[src/rtl/spi_slave.sv]
// SPI target endpoint: SCLK, CS_n and MOSI are oversampled on i_clock. Supports all four
// CPOL/CPHA modes, MSB first, with a one-entry valid/ready TX buffer and a one-cycle RX strobe.
module spi_slave #(
  parameter int SPI_DATA_WIDTH = 8,
  parameter int SYNC_STAGES    = 2
) (
  input  logic                      i_clock,
  input  logic                      i_reset,
  input  logic                      i_clock_polarity,
  input  logic                      i_clock_phase,
  input  logic [SPI_DATA_WIDTH-1:0] i_tx_data,
  input  logic                      i_tx_valid,
  output logic                      o_tx_ready,
  output logic [SPI_DATA_WIDTH-1:0] o_rx_data,
  output logic                      o_rx_valid,
  output logic                      o_tx_underrun,
  output logic                      o_frame_abort,
  output logic                      o_busy,
  input  logic                      i_spi_cs_n,
  input  logic                      i_spi_clock,
  input  logic                      i_spi_mosi,
  output logic                      o_spi_miso,
  output logic                      o_spi_miso_oe
);

  localparam int W     = SPI_DATA_WIDTH;
  localparam int CNT_W = $clog2(W + 1);
  localparam logic [CNT_W-1:0] CNT_FULL = CNT_W'(W);
  localparam logic [CNT_W-1:0] CNT_ONE  = CNT_W'(1);

  typedef enum logic [1:0] {
    IDLE,
    LOAD,
    SHIFT
  } state_e;

  logic [SYNC_STAGES-1:0] cs_sync_q;
  logic [SYNC_STAGES-1:0] sclk_sync_q;
  logic [SYNC_STAGES-1:0] mosi_sync_q;
  logic                   sclk_prev_q;

  logic cs_n_sync;
  logic sclk_sync;
  logic mosi_sync;

  state_e           state_q;
  logic [CNT_W-1:0] cnt_q;
  logic             cpol_q;
  logic             cpha_q;
  logic [W-1:0]     tx_shift_q;
  logic [W-1:0]     rx_shift_q;
  logic [W-1:0]     buf_q;
  logic             buf_full_q;
  logic [W-1:0]     rx_data_q;
  logic             rx_valid_q;
  logic             underrun_q;
  logic             abort_q;
  logic             miso_q;

  logic             lead_edge;
  logic             trail_edge;
  logic             sample_edge;
  logic             shift_edge;
  logic [W-1:0]     tx_shift_d;
  logic [W-1:0]     rx_shift_d;
  logic [CNT_W-1:0] cnt_d;

  // MOSI shares the SCLK synchroniser depth so the sampled bit lines up with the edge.
  always_ff @(posedge i_clock or posedge i_reset) begin
    if (i_reset) begin
      cs_sync_q   <= '1;
      sclk_sync_q <= '0;
      mosi_sync_q <= '0;
      sclk_prev_q <= 1'b0;
    end else begin
      cs_sync_q   <= {cs_sync_q[SYNC_STAGES-2:0], i_spi_cs_n};
      sclk_sync_q <= {sclk_sync_q[SYNC_STAGES-2:0], i_spi_clock};
      mosi_sync_q <= {mosi_sync_q[SYNC_STAGES-2:0], i_spi_mosi};
      sclk_prev_q <= sclk_sync;
    end
  end

  assign cs_n_sync = cs_sync_q[SYNC_STAGES-1];
  assign sclk_sync = sclk_sync_q[SYNC_STAGES-1];
  assign mosi_sync = mosi_sync_q[SYNC_STAGES-1];

  assign lead_edge   = (sclk_prev_q == cpol_q) && (sclk_sync != cpol_q);
  assign trail_edge  = (sclk_prev_q != cpol_q) && (sclk_sync == cpol_q);
  assign sample_edge = cpha_q ? trail_edge : lead_edge;
  assign shift_edge  = cpha_q ? lead_edge : trail_edge;

  assign tx_shift_d = {tx_shift_q[W-2:0], 1'b0};
  assign rx_shift_d = {rx_shift_q[W-2:0], mosi_sync};
  assign cnt_d      = cnt_q + CNT_ONE;

  always_ff @(posedge i_clock or posedge i_reset) begin
    if (i_reset) begin
      state_q    <= IDLE;
      cnt_q      <= '0;
      cpol_q     <= 1'b0;
      cpha_q     <= 1'b0;
      tx_shift_q <= '0;
      rx_shift_q <= '0;
      buf_q      <= '0;
      buf_full_q <= 1'b0;
      rx_data_q  <= '0;
      rx_valid_q <= 1'b0;
      underrun_q <= 1'b0;
      abort_q    <= 1'b0;
      miso_q     <= 1'b0;
    end else begin
      rx_valid_q <= 1'b0;
      underrun_q <= 1'b0;
      abort_q    <= 1'b0;

      if (i_tx_valid && !buf_full_q) begin
        buf_q      <= i_tx_data;
        buf_full_q <= 1'b1;
      end

      case (state_q)
        IDLE: begin
          cnt_q <= '0;
          if (cs_n_sync) begin
            cpol_q <= i_clock_polarity;
            cpha_q <= i_clock_phase;
          end else begin
            state_q <= LOAD;
          end
        end

        LOAD: begin
          if (cs_n_sync) begin
            state_q <= IDLE;
          end else begin
            if (buf_full_q) begin
              tx_shift_q <= buf_q;
              miso_q     <= buf_q[W-1];
              buf_full_q <= 1'b0;
            end else begin
              tx_shift_q <= '0;
              miso_q     <= 1'b0;
              underrun_q <= 1'b1;
            end
            cnt_q   <= '0;
            state_q <= SHIFT;
          end
        end

        SHIFT: begin
          // A finished word wins over a simultaneous CS_n release.
          if (cnt_q == CNT_FULL) begin
            rx_data_q  <= rx_shift_q;
            rx_valid_q <= 1'b1;
            cnt_q      <= '0;
            state_q    <= LOAD;
          end else if (cs_n_sync) begin
            abort_q <= (cnt_q != '0);
            cnt_q   <= '0;
            state_q <= IDLE;
          end else begin
            if (sample_edge) begin
              rx_shift_q <= rx_shift_d;
              cnt_q      <= cnt_d;
            end
            // With a zero count, CPHA=1 just re-drives the MSB and CPHA=0 ignores the
            // trailing edge left over from the previous frame.
            if (shift_edge) begin
              if (cnt_q == '0) begin
                if (cpha_q) begin
                  miso_q <= tx_shift_q[W-1];
                end
              end else begin
                tx_shift_q <= tx_shift_d;
                miso_q     <= tx_shift_q[W-2];
              end
            end
          end
        end

        default: begin
          state_q <= IDLE;
        end
      endcase
    end
  end

  assign o_tx_ready    = ~buf_full_q;
  assign o_rx_data     = rx_data_q;
  assign o_rx_valid    = rx_valid_q;
  assign o_tx_underrun = underrun_q;
  assign o_frame_abort = abort_q;
  assign o_busy        = ~cs_n_sync;
  assign o_spi_miso    = miso_q;
  assign o_spi_miso_oe = ~cs_n_sync;

endmodule

[config.mk]
export PLATFORM = sky130hd
export DESIGN_NAME = spi_slave
export DESIGN_NICKNAME = d
export VERILOG_FILES = /design/src/rtl/spi_slave.sv
export SDC_FILE = /design/constraint.sdc
export NUM_CORES = 1
export LEC_CHECK = 0
export ABC_AREA = 1
export CELL_PAD_IN_SITES_DETAIL_PLACEMENT = 1
export CELL_PAD_IN_SITES_GLOBAL_PLACEMENT = 1
export CORE_MARGIN = 2
export CORE_UTILIZATION = 41
export DETAILED_ROUTE_END_ITERATION = 16
export GPL_ROUTABILITY_DRIVEN = 0
export PLACE_DENSITY = 0.75
export SLEW_MARGIN = 20
export SYNTH_ARGS = -nofsm -noshare
export SYNTH_HDL_FRONTEND = slang
export SYNTH_SLANG_ARGS = --single-unit
[constraint.sdc]
create_clock -name i_clock -period 2 [get_ports i_clock]
set_input_delay 0.4 -clock i_clock [delete_from_list [all_inputs] [get_ports i_clock]]
set_output_delay 0.4 -clock i_clock [all_outputs]
set_load 0.01 [all_outputs]
Word level (Yosys, flattened, before mapping)
Index checks and enable logic that the tools add are counted.

cells by class
  add/subtract/negate cells = 1
  equal/unequal tests = 16
  multiplexer cells = 39
  bitwise gates (word level) = 3
  reductions and logical operators = 16

operators by type and width
  operator               number
  $mux W8                6
  $mux W1                21
  $mux W4                4
  $pmux W8 S2            1
  $ne A2 B2 Y1 const B   6
  $pmux W4 S3            1
  $reduce_and A6 Y1      2
  $mux W2                4
  $ne A3 B3 Y1 const B   2
  $pmux W2 S3            1
  $reduce_and A2 Y1      3
  $add A4 B1 Y4 const B  1
  $eq A4 B4 Y1 const B   1
  $logic_not A4 Y1       1
  $ne A4 B4 Y1 const B   1
  $reduce_and A4 Y1      1
  $reduce_bool A4 Y1     1
  $logic_and A1 B1 Y1    3
  $not A1 Y1             3
  $reduce_and A3 Y1      1
  $reduce_bool A3 Y1     1
  $eq A1 B1 Y1           2
  $eq A2 B1 Y1 const B   1
  $eq A2 B2 Y1 const B   1
  5 further kinds        6

word-level totals
  bits in registers = 52
  bits of input ports = 16
  output and inout bits = 15
  logic and storage cells = 92

Depth between registers and ports, before layout
Gate-level depths: netlist of the first run.

  depth after elaboration = 7
  depth in mapped cells = 10
  mapped depth without buffers = 10

Worst setup path before layout of the first run
OpenSTA, ideal clock, no wires.

  path kind = reg2reg
  start = reg cnt_q[0]
  end = reg rx_data_q[0], in the netlist o_rx_data[0]
  setup time = 118 ps
  data arrival time = 1289 ps
  required time = 1882 ps
  path slack = 593 ps
  cell stages (with the launch flop) = 9
  path buffers = 1
  period minus slack after synthesis = 1407 ps
  cell sequence = dfrtp_1 -> inv_1 -> ha_1 -> nand3_2 -> nor2_2 -> inv_2 -> buf_6 -> nand2_1 -> o21ai_2

between the ends
  longest elaborated chain between the ends = 2

RTL lines
  item                         line  source
  start: declaration           47    logic [CNT_W-1:0] cnt_q;
  start signal: assignment     164   cnt_q <= cnt_d;
  $eq A4 B4 Y1                 152   if (cnt_q == CNT_FULL) begin
  $reduce_and A2 Y1 (no line)  n/a
  end signal: assignment       153   rx_data_q <= rx_shift_q;
  end: declaration             54    logic [W-1:0] rx_data_q;

No other way between the ends.
A chain may end at the register's enable or synchronous reset.

Worst setup path in the final report of the first run
  start = reg cs_sync_q[1]
  end = out o_spi_miso_oe

between the ends
  longest elaborated chain between the ends = 1

RTL lines
  item                      line  source
  start: declaration        37    logic [SYNC_STAGES-1:0] cs_sync_q;
  start signal: assignment  76    cs_sync_q <= {cs_sync_q[SYNC_STAGES-2:0], i_spi_cs_n};
  $not A1 Y1 (no line)      n/a
  end: declaration          23    output logic o_spi_miso_oe

No other way between the ends.

==> results of run 1 <==
==> per-stage QoR <==
step	hold WS, ns	std cells	total power [mW]
floorplan	0.331	261	1.88
finish	0.357	369	2.81
CTS	0.363	369	2.86
detailed placement	0.341	361	2.13
global placement	0.334	361	2.09
global route	0.369	369	3.01
==> path summary, 6_finish.rpt <==
kind | endpoint | cells after the start | slack, ns
min in group asynchronous | o_tx_underrun | 3 | 0.46
max in group asynchronous | cs_sync_q[0] | 3 | 1.21
max | o_spi_miso_oe | 2 | 0.11
max reg2reg | rx_shift_q[0] | 9 | 0.32
min reg2reg | mosi_sync_q[1] | 0 | 0.36
min | mosi_sync_q[1] | 0 | 0.36
==> cell type report <==
type                    instances  share of cell area [%]
inverters                      28                    3.73
clock buffers                   6                    2.57
multi-input cells             176                    31.6
flip-flops and latches         52                    46.2
repair buffers                 33                    11.4
well taps                      72                    3.19
clock inverters                 2                    1.24
==> sequential cells by signal, summed over array words and instances (netlist names) <==
register       flops
cpha_q             1
o_rx_data          8
buf_full_q         1
sclk_sync_q        2
tx_shift_q         8
mosi_sync_q        2
rx_shift_q         8
o_spi_miso         1
o_frame_abort      1
o_rx_valid         1
sclk_prev_q        1
o_tx_underrun      1
cnt_q              4
buf_q              8
cs_sync_q          2
state_q            2
cpol_q             1
==> synthesized netlist by cell type <==
| library cell | n | share of area, % |
|---|---|---|
| sky130_fd_sc_hd__a21oi_1 | 2 | 0.43 |
| sky130_fd_sc_hd__inv_2 | 4 | 0.64 |
| sky130_fd_sc_hd__o21ai_1 | 7 | 1.5 |
| sky130_fd_sc_hd__a21oi_4 | 1 | 0.69 |
| sky130_fd_sc_hd__buf_4 | 3 | 0.96 |
| sky130_fd_sc_hd__dfstp_2 | 2 | 2.2 |
| sky130_fd_sc_hd__nor3_1 | 4 | 0.85 |
| sky130_fd_sc_hd__or2_2 | 1 | 0.27 |
| sky130_fd_sc_hd__nand2_1 | 100 | 16 |
| sky130_fd_sc_hd__nand2_2 | 3 | 0.80 |
| sky130_fd_sc_hd__o21ai_2 | 7 | 2.6 |
| sky130_fd_sc_hd__ha_1 | 2 | 1.1 |
| sky130_fd_sc_hd__nand3_2 | 1 | 0.43 |
| sky130_fd_sc_hd__o21ai_0 | 3 | 0.64 |
| sky130_fd_sc_hd__nand4_1 | 10 | 2.7 |
| sky130_fd_sc_hd__nand3_4 | 1 | 0.75 |
| sky130_fd_sc_hd__nand3_1 | 12 | 2.6 |
| sky130_fd_sc_hd__buf_6 | 2 | 0.96 |
| sky130_fd_sc_hd__inv_1 | 24 | 3.8 |
| sky130_fd_sc_hd__mux2_2 | 8 | 3.8 |
| sky130_fd_sc_hd__nor2_2 | 3 | 0.80 |
| sky130_fd_sc_hd__dfrtp_1 | 50 | 53 |
| sky130_fd_sc_hd__nor2_1 | 10 | 1.6 |
| sky130_fd_sc_hd__nand2_4 | 1 | 0.48 |
==> where the power goes <==
group          switching (mW)  leakage (nW)  internal (mW)
clock                   0.340        0.0552          0.372
combinational           0.385         0.665          0.292
sequential              0.142         0.669           1.28
==> cells by family (layout without fill, tap and decap cells) <==
family	count (synthesis)	in the layout	share of synthesized area, %
DFF	52	52	55.6
muxes	8	8	3.84
and+or+nand+nor	146	146	27.2
AOI/OAI and AO/OA	20	20	5.87
buffers and inverters	33	69	6.40
adders and majority gates	2	2	1.07
==> worst max-delay path: stages (launching register included) <==
cell and delay, ns:
sky130_fd_sc_hd__dfstp_2 0.57, sky130_fd_sc_hd__inv_1 0.12, sky130_fd_sc_hd__clkdlybuf4s50_1 0.50
==> layer usage <==
metal | share of wire, % | GRT usage (%) | wire length [um]
met2 | 47 | 27.8 | 2330
met4 | 1.6 | 6.72 | 80
met1 | 48 | 23.2 | 2380
met3 | 2.5 | 3.05 | 124
met5 | 0 | 0 | 0
==> reports/results.env, run 1 <==
RESULT_OF_THE_RUN='completed'
CORE_AREA_SQ_UM=5510
SYNTHESIZED_INSTANCE_COUNT=261
CTS.CLK_SLEW.WORST_PATHS_NS=0.09
TIMING.FINAL.CRIT_PERIOD_NS=1.89
SKEW_NS=0.00578
SYN-MEAN-INSTANCE-AREA_SQ_UM=8.98
CLKLATENCYLATEPIN_NS=0.30
MIN_PERIOD_OVER_PERIOD_PCT=94.4
FIRSTDRTPASSITERS=4
ANTENNA_LEFT=0
DRIVE_ABOVE_1_SHARE_PCT=14.5
REMAINING_GLOBAL_ROUTE_OVERFLOW=0
INITIAL_CORE_UTIL_PCT=42.6
PORT_BUFFERS=30
CTS_TREE='done'
FIN_WS_NS=0.111
FINAL_HOLD_VIOL_COUNT=0
SYN2LAYOUT_AREA_GROWTH_PCT=20.3
TIMING.FINAL.MAX_SLEW_VIOLATIONS=0
SEQUENTIAL_ELEMENT_SHARE_OF_THE_SYNTHESIZED_AREA_PCT=55.6
MAXCAPVIOLCOUNT=0
COMMONEST_NON_FILL_NON_TAP_CELL_IN_THE_LAYOUT='sky130_fd_sc_hd__nand2_1'
SEQCELLAREA_SQ_UM=1300
SYNTH_SEQ_CELLS=52
COMMONEST_NON_FILL_NON_TAP_CELLS_IN_THE_LAYOUT='sky130_fd_sc_hd__nand2_1 (100), sky130_fd_sc_hd__dfrtp_1 (50), sky130_fd_sc_hd__clkdlybuf4s50_1 (30)'
TIMING.RR.START='cnt_q[0]'
YOSYS_WARNINGS=0
WORSTHOLDSTART='mosi_sync_q[0]'
CLOCK_TREE.ROOT_CELL='sky130_fd_sc_hd__clkbuf_8'
TOTALNEGATIVESETUPSLACK_NS=0
DR_TOTAL_VIAS=1762
LAYOUT.NETS=314
DIE-WIDTH_UM=79.6
MAX-SLEW-MARGIN-REL_PCT=75.5
CRITICAL_PATH_REQUIRED_NS=1.60
NUMBER_OF_ANTENNA_VIOLATIONS_AT_THE_FIRST_CHECK_IN_GLOBAL_ROUTING=0
SETUP_CRIT_START_KIND='flop'
FP.DIEAREA_SQ_UM=6340
TIMING.FMAX_GHz=0.529
LAYOUT.FILLER_CELLS=670
POST_DRT_WL_PER_CELL_UM=13.3
TIMING.CRITICAL_PATH.TO_TYPE='output pin'
SYNTH.DISTINCT_CELLS=24
FINAL_AREA_SQ_UM=2820
PWR_DENSITY_nW_PER_UM2=996
CTS-ROOT-TO-SINK-BUFFERS=2
CTS_REPAIR_RESIZE_COUNT=0
GRT_FIRST_PASS_WIRELENGTH_MM=8.39
GR-USAGE-ALL-LAYERS_PCT=17.3
CRITICAL_PATH_CLASS='flop to output pin'
DRTITER0DRC=56
DP_HPWL_MM=3.74
CTS_MADE_BUFFERS=5
POST-CTS-SETUP-BUFFERS=0
PIN_COUNT_OF_THE_BIGGEST_NET_ENTERING_GLOBAL_ROUTING=29
RSZ_0062_RAISED_AFTER_GLOBAL_ROUTING='no'
CTSHTREEMAXLEVEL=2
MAX_SLEW.WORST_PIN.SLEW_NS=0.368
GRT_PASS1_VIAS=1799
CLOCK_SINK_COUNT=52
POWER_LEAKAGE_nW=1.39
HOLD_BUFFERS=0
FINAL-SETUP-VIOL-COUNT=0
FIN_UTIL_PCT=51.2
DRT_WL_TOTAL_MM=4.91
PLACEMENT.SETUP.WORST_SLACK_NS=0.319
TOTAL_DRC_ERRORS_IN_THE_ROUTED_LAYOUT=0
NUM_ANTENNA_CELLS=0
TIMING.HOLD.WORST.CLASS='flop to flop'
CRIT_START='cs_sync_q[1]'
SYNTHESIS.AREA_SQ_UM=2340
TIMING.CRITICAL_PATH.ARRIVAL_NS=1.49
PLACEMENT_ROWS=27
POST_DP_CELL_AREA_SQ_UM=2710
VIAS_PER_CELL=4.78
VDD_DROP_MAX_V=0.000669
SYNTH_FP_NETS=279
CP_MAX_FO=7
COUNT_OF_PINS_ON_THE_BLOCK_BOUNDARY=31
MULTIINPUTGATEAREA_SQ_UM=891
DIE_H_UM=79.6
Power figures use the tool's default switching activity.
==> run 2: changes to the inputs <==
CTS_CLUSTER_DIAMETER = 80   (was default)
HOLD_SLACK_MARGIN = 0.05   (was default)
SETUP_SLACK_MARGIN = 0.3   (was default)
==> reports/results.env, run 2 (same netlist as run 1, synthesis figures left out) <==
INTERNAL_CELL_POWER_mW=1.94
FINAL-SETUP-VIOL-COUNT=0
TIMING.CRITICAL_PATH.TO_TYPE='output pin'
NUM_ANTENNA_CELLS=0
SYN2LAYOUT_AREA_GROWTH_PCT=21.7
TIMING.HOLD.WORST.CLASS='flop to flop'
RR_ENDPOINT='o_rx_data[2]'
CRITICAL_PATH_REQUIRED_NS=1.60
CTS-ROOT-TO-SINK-BUFFERS=2
LAYOUT.FILLER_CELLS=668
REPORT.POWER.TOTAL_mW=2.82
CP_TOP_FAMILY='buffers and inverters'
TOTAL_DRC_ERRORS_IN_THE_ROUTED_LAYOUT=0
TIMING.FMAX_GHz=0.617
HOLD_PATH_END='mosi_sync_q[1]'
PWR_DENSITY_nW_PER_UM2=988
TIMING.FINAL.CRIT_PERIOD_NS=1.62
PLACEMENT_ROWS=27
P_SW_SHARE_PCT=31.2
CLKLATENCYLATEPIN_NS=0.30
CORE_AREA_SQ_UM=5510
CRITICAL_PATH_CLASS='flop to output pin'
SETUP_CRIT_START_KIND='flop'
POWER_LEAKAGE_nW=1.42
FIRSTDRTPASSITERS=4
RSZ_0062_RAISED_AFTER_GLOBAL_ROUTING='no'
PORT_BUFFERS=30
DRT_WL_TOTAL_MM=5.04
SKEW_NS=0.00617
INITIAL_CORE_UTIL_PCT=42.6
POWER.SHARE.SEQUENTIAL_PCT=50.4
DP_HPWL_MM=3.74
FINAL_HOLD_VIOL_COUNT=0
PWR-SHARE-COMB_PCT=24.3
POST_DRT_WL_PER_CELL_UM=13.6
PATH_CELLS='clkdlybuf4s50_1'
DR_TOTAL_VIAS=1773
TIMING.CRITICAL_PATH.ARRIVAL_NS=1.22
POWER_FRAC_CLOCK_PCT=25.3
COMMONEST_NON_FILL_NON_TAP_CELLS_IN_THE_LAYOUT='sky130_fd_sc_hd__nand2_1 (100), sky130_fd_sc_hd__dfrtp_1 (49), sky130_fd_sc_hd__clkdlybuf4s50_1 (27)'
CTS_TREE='done'
DRIVE_ABOVE_1_SHARE_PCT=16.0
CLOCK_SINK_COUNT=52
DRTITER0DRC=61
MAX-SLEW-MARGIN-REL_PCT=75.1
CLOCK_TREE.ROOT_CELL='sky130_fd_sc_hd__clkbuf_8'
VIAS_PER_CELL=4.77
CTS_MADE_BUFFERS=5
REG2REGPATHDEPTH=7
CTSHTREEMAXLEVEL=2
TIMING.FINAL.MAX_SLEW_VIOLATIONS=0
TOTALNEGATIVESETUPSLACK_NS=0
POST_DP_CELL_AREA_SQ_UM=2710
PLACEMENT.SETUP.WORST_SLACK_NS=0.319
GRT_FIRST_PASS_WIRELENGTH_MM=8.39
FINAL_AREA_SQ_UM=2850
TIMING.REG2REG.SETUP_SLACK_NS=0.47
WHS_PATH_DEPTH=0
COMMONEST_NON_FILL_NON_TAP_CELL_IN_THE_LAYOUT='sky130_fd_sc_hd__nand2_1'
MAX_SLEW.WORST_PIN.SLEW_NS=0.374
FIN_WS_NS=0.378
CRITICAL_PATH.N_BUFFERS_INVERTERS=1
DIE_H_UM=79.6
COUNT_OF_PINS_ON_THE_BLOCK_BOUNDARY=31
RESULT_OF_THE_RUN='completed'
WORSTHOLDSTART='mosi_sync_q[0]'
CRITPATHMAXSTAGEDELAY_NS=0.55
NUMBER_OF_ANTENNA_VIOLATIONS_AT_THE_FIRST_CHECK_IN_GLOBAL_ROUTING=0
HOLD_BUFFERS=0
MULTIINPUTGATEAREA_SQ_UM=901
GR-USAGE-ALL-LAYERS_PCT=17.3
PIN_COUNT_OF_THE_BIGGEST_NET_ENTERING_GLOBAL_ROUTING=29
CP_MAX_FO=1
POWER.SWITCHING_uW=880
LAYOUT.NETS=317
CTS.CLK_SLEW.WORST_PATHS_NS=0.09
REMAINING_GLOBAL_ROUTE_OVERFLOW=0
MIN_PERIOD_OVER_PERIOD_PCT=81.1
TIMING.RR.START='cnt_q[0]'
VDD_DROP_MAX_V=0.000668
GRT_PASS1_VIAS=1799
FP.DIEAREA_SQ_UM=6340
MAXCAPVIOLCOUNT=0
DIE-WIDTH_UM=79.6
SEQCELLAREA_SQ_UM=1310
CRITICAL_PATH.SLOWEST_CELL='sky130_fd_sc_hd__clkdlybuf4s50_1'
ANTENNA_LEFT=0
-- run 2: changes by cell type in the layout (fill, tap and decap cells not counted), moves of 2 or more --
| cell | delta |
|---|---|
| sky130_fd_sc_hd__nand2_2 | -2 |
| sky130_fd_sc_hd__clkdlybuf4s15_1 | +2 |
| sky130_fd_sc_hd__nand2_4 | +2 |
| sky130_fd_sc_hd__clkdlybuf4s50_1 | -3 |
| sky130_fd_sc_hd__buf_4 | +3 |
-- run 2: final cells by class --
class	instances	share of cell area, %
clock buffer	6	2.54
inverter	28	3.68
timing repair buffer	36	12.1
tap	72	3.16
clock inverter	2	1.23
multi-input combinational	176	31.6
sequential	52	45.7
-- run 2: layer usage --
layer	up-vias	wire, um	track usage, %	share of wire (%)
met2	26	2440	27.8	48
met1	838	2400	23.2	48
met4	0	79	6.72	1.6
li1	904	-	-	-
met3	5	125	3.05	2.5
met5	-	0	0	0
-- run 2: worst max-delay path by stage --
stage,start,to,slack (ns),cells past startpoint
3_5_place_dp,cnt_q[0],rx_shift_q[0],0.32,9
6_report,o_tx_underrun,o_tx_underrun,0.38,1
3_3_place_gp,cnt_q[0],rx_shift_q[0],0.41,9
4_1_cts,cnt_q[0],rx_shift_q[0],0.32,9
5_1_grt,cnt_q[1],tx_shift_q[7],0.31,10
2_1_floorplan,i_reset,buf_full_q,0.35,1
-- run 2: power by group through the flow --
stage	clock (mW)	combinational, mW	sequential (mW)
3_5_place_dp	0	0.690	1.44
3_3_place_gp	0	0.666	1.43
6_report	0.713	0.685	1.42
5_1_grt	0.780	0.787	1.45
4_1_cts	0.741	0.686	1.42
2_1_floorplan	0	0.483	1.40
-- run 2: what timing repair did --
| action | CTS | global route |
|---|---|---|
| setup endpoints to repair | 3 | 13 |
| pin swaps | 0 | 1 |
| resized for setup | 4 | 5 |
| setup buffers | 0 | 3 |
-- run 2: worst register-to-register path: cells and delay by family (launching register included) --
family | cells | cell delay (ns)
AO/OA/AOI/OAI | 1 | 0.05
adder cells (fa/ha/maj) | 1 | 0.19
buffers and inverters | 2 | 0.29
flip-flops | 1 | 0.40
AND/OR/NAND/NOR | 3 | 0.46
-- run 2: through the flow --
stage,util [%],std cells,hold WS (ns)
after floorplan,-,261,0.331
after global placement,49.3,361,0.334
after detailed placement,49.3,361,0.341
after CTS,51.1,369,0.363
after global routing,51.8,372,0.369
final,51.8,372,0.357
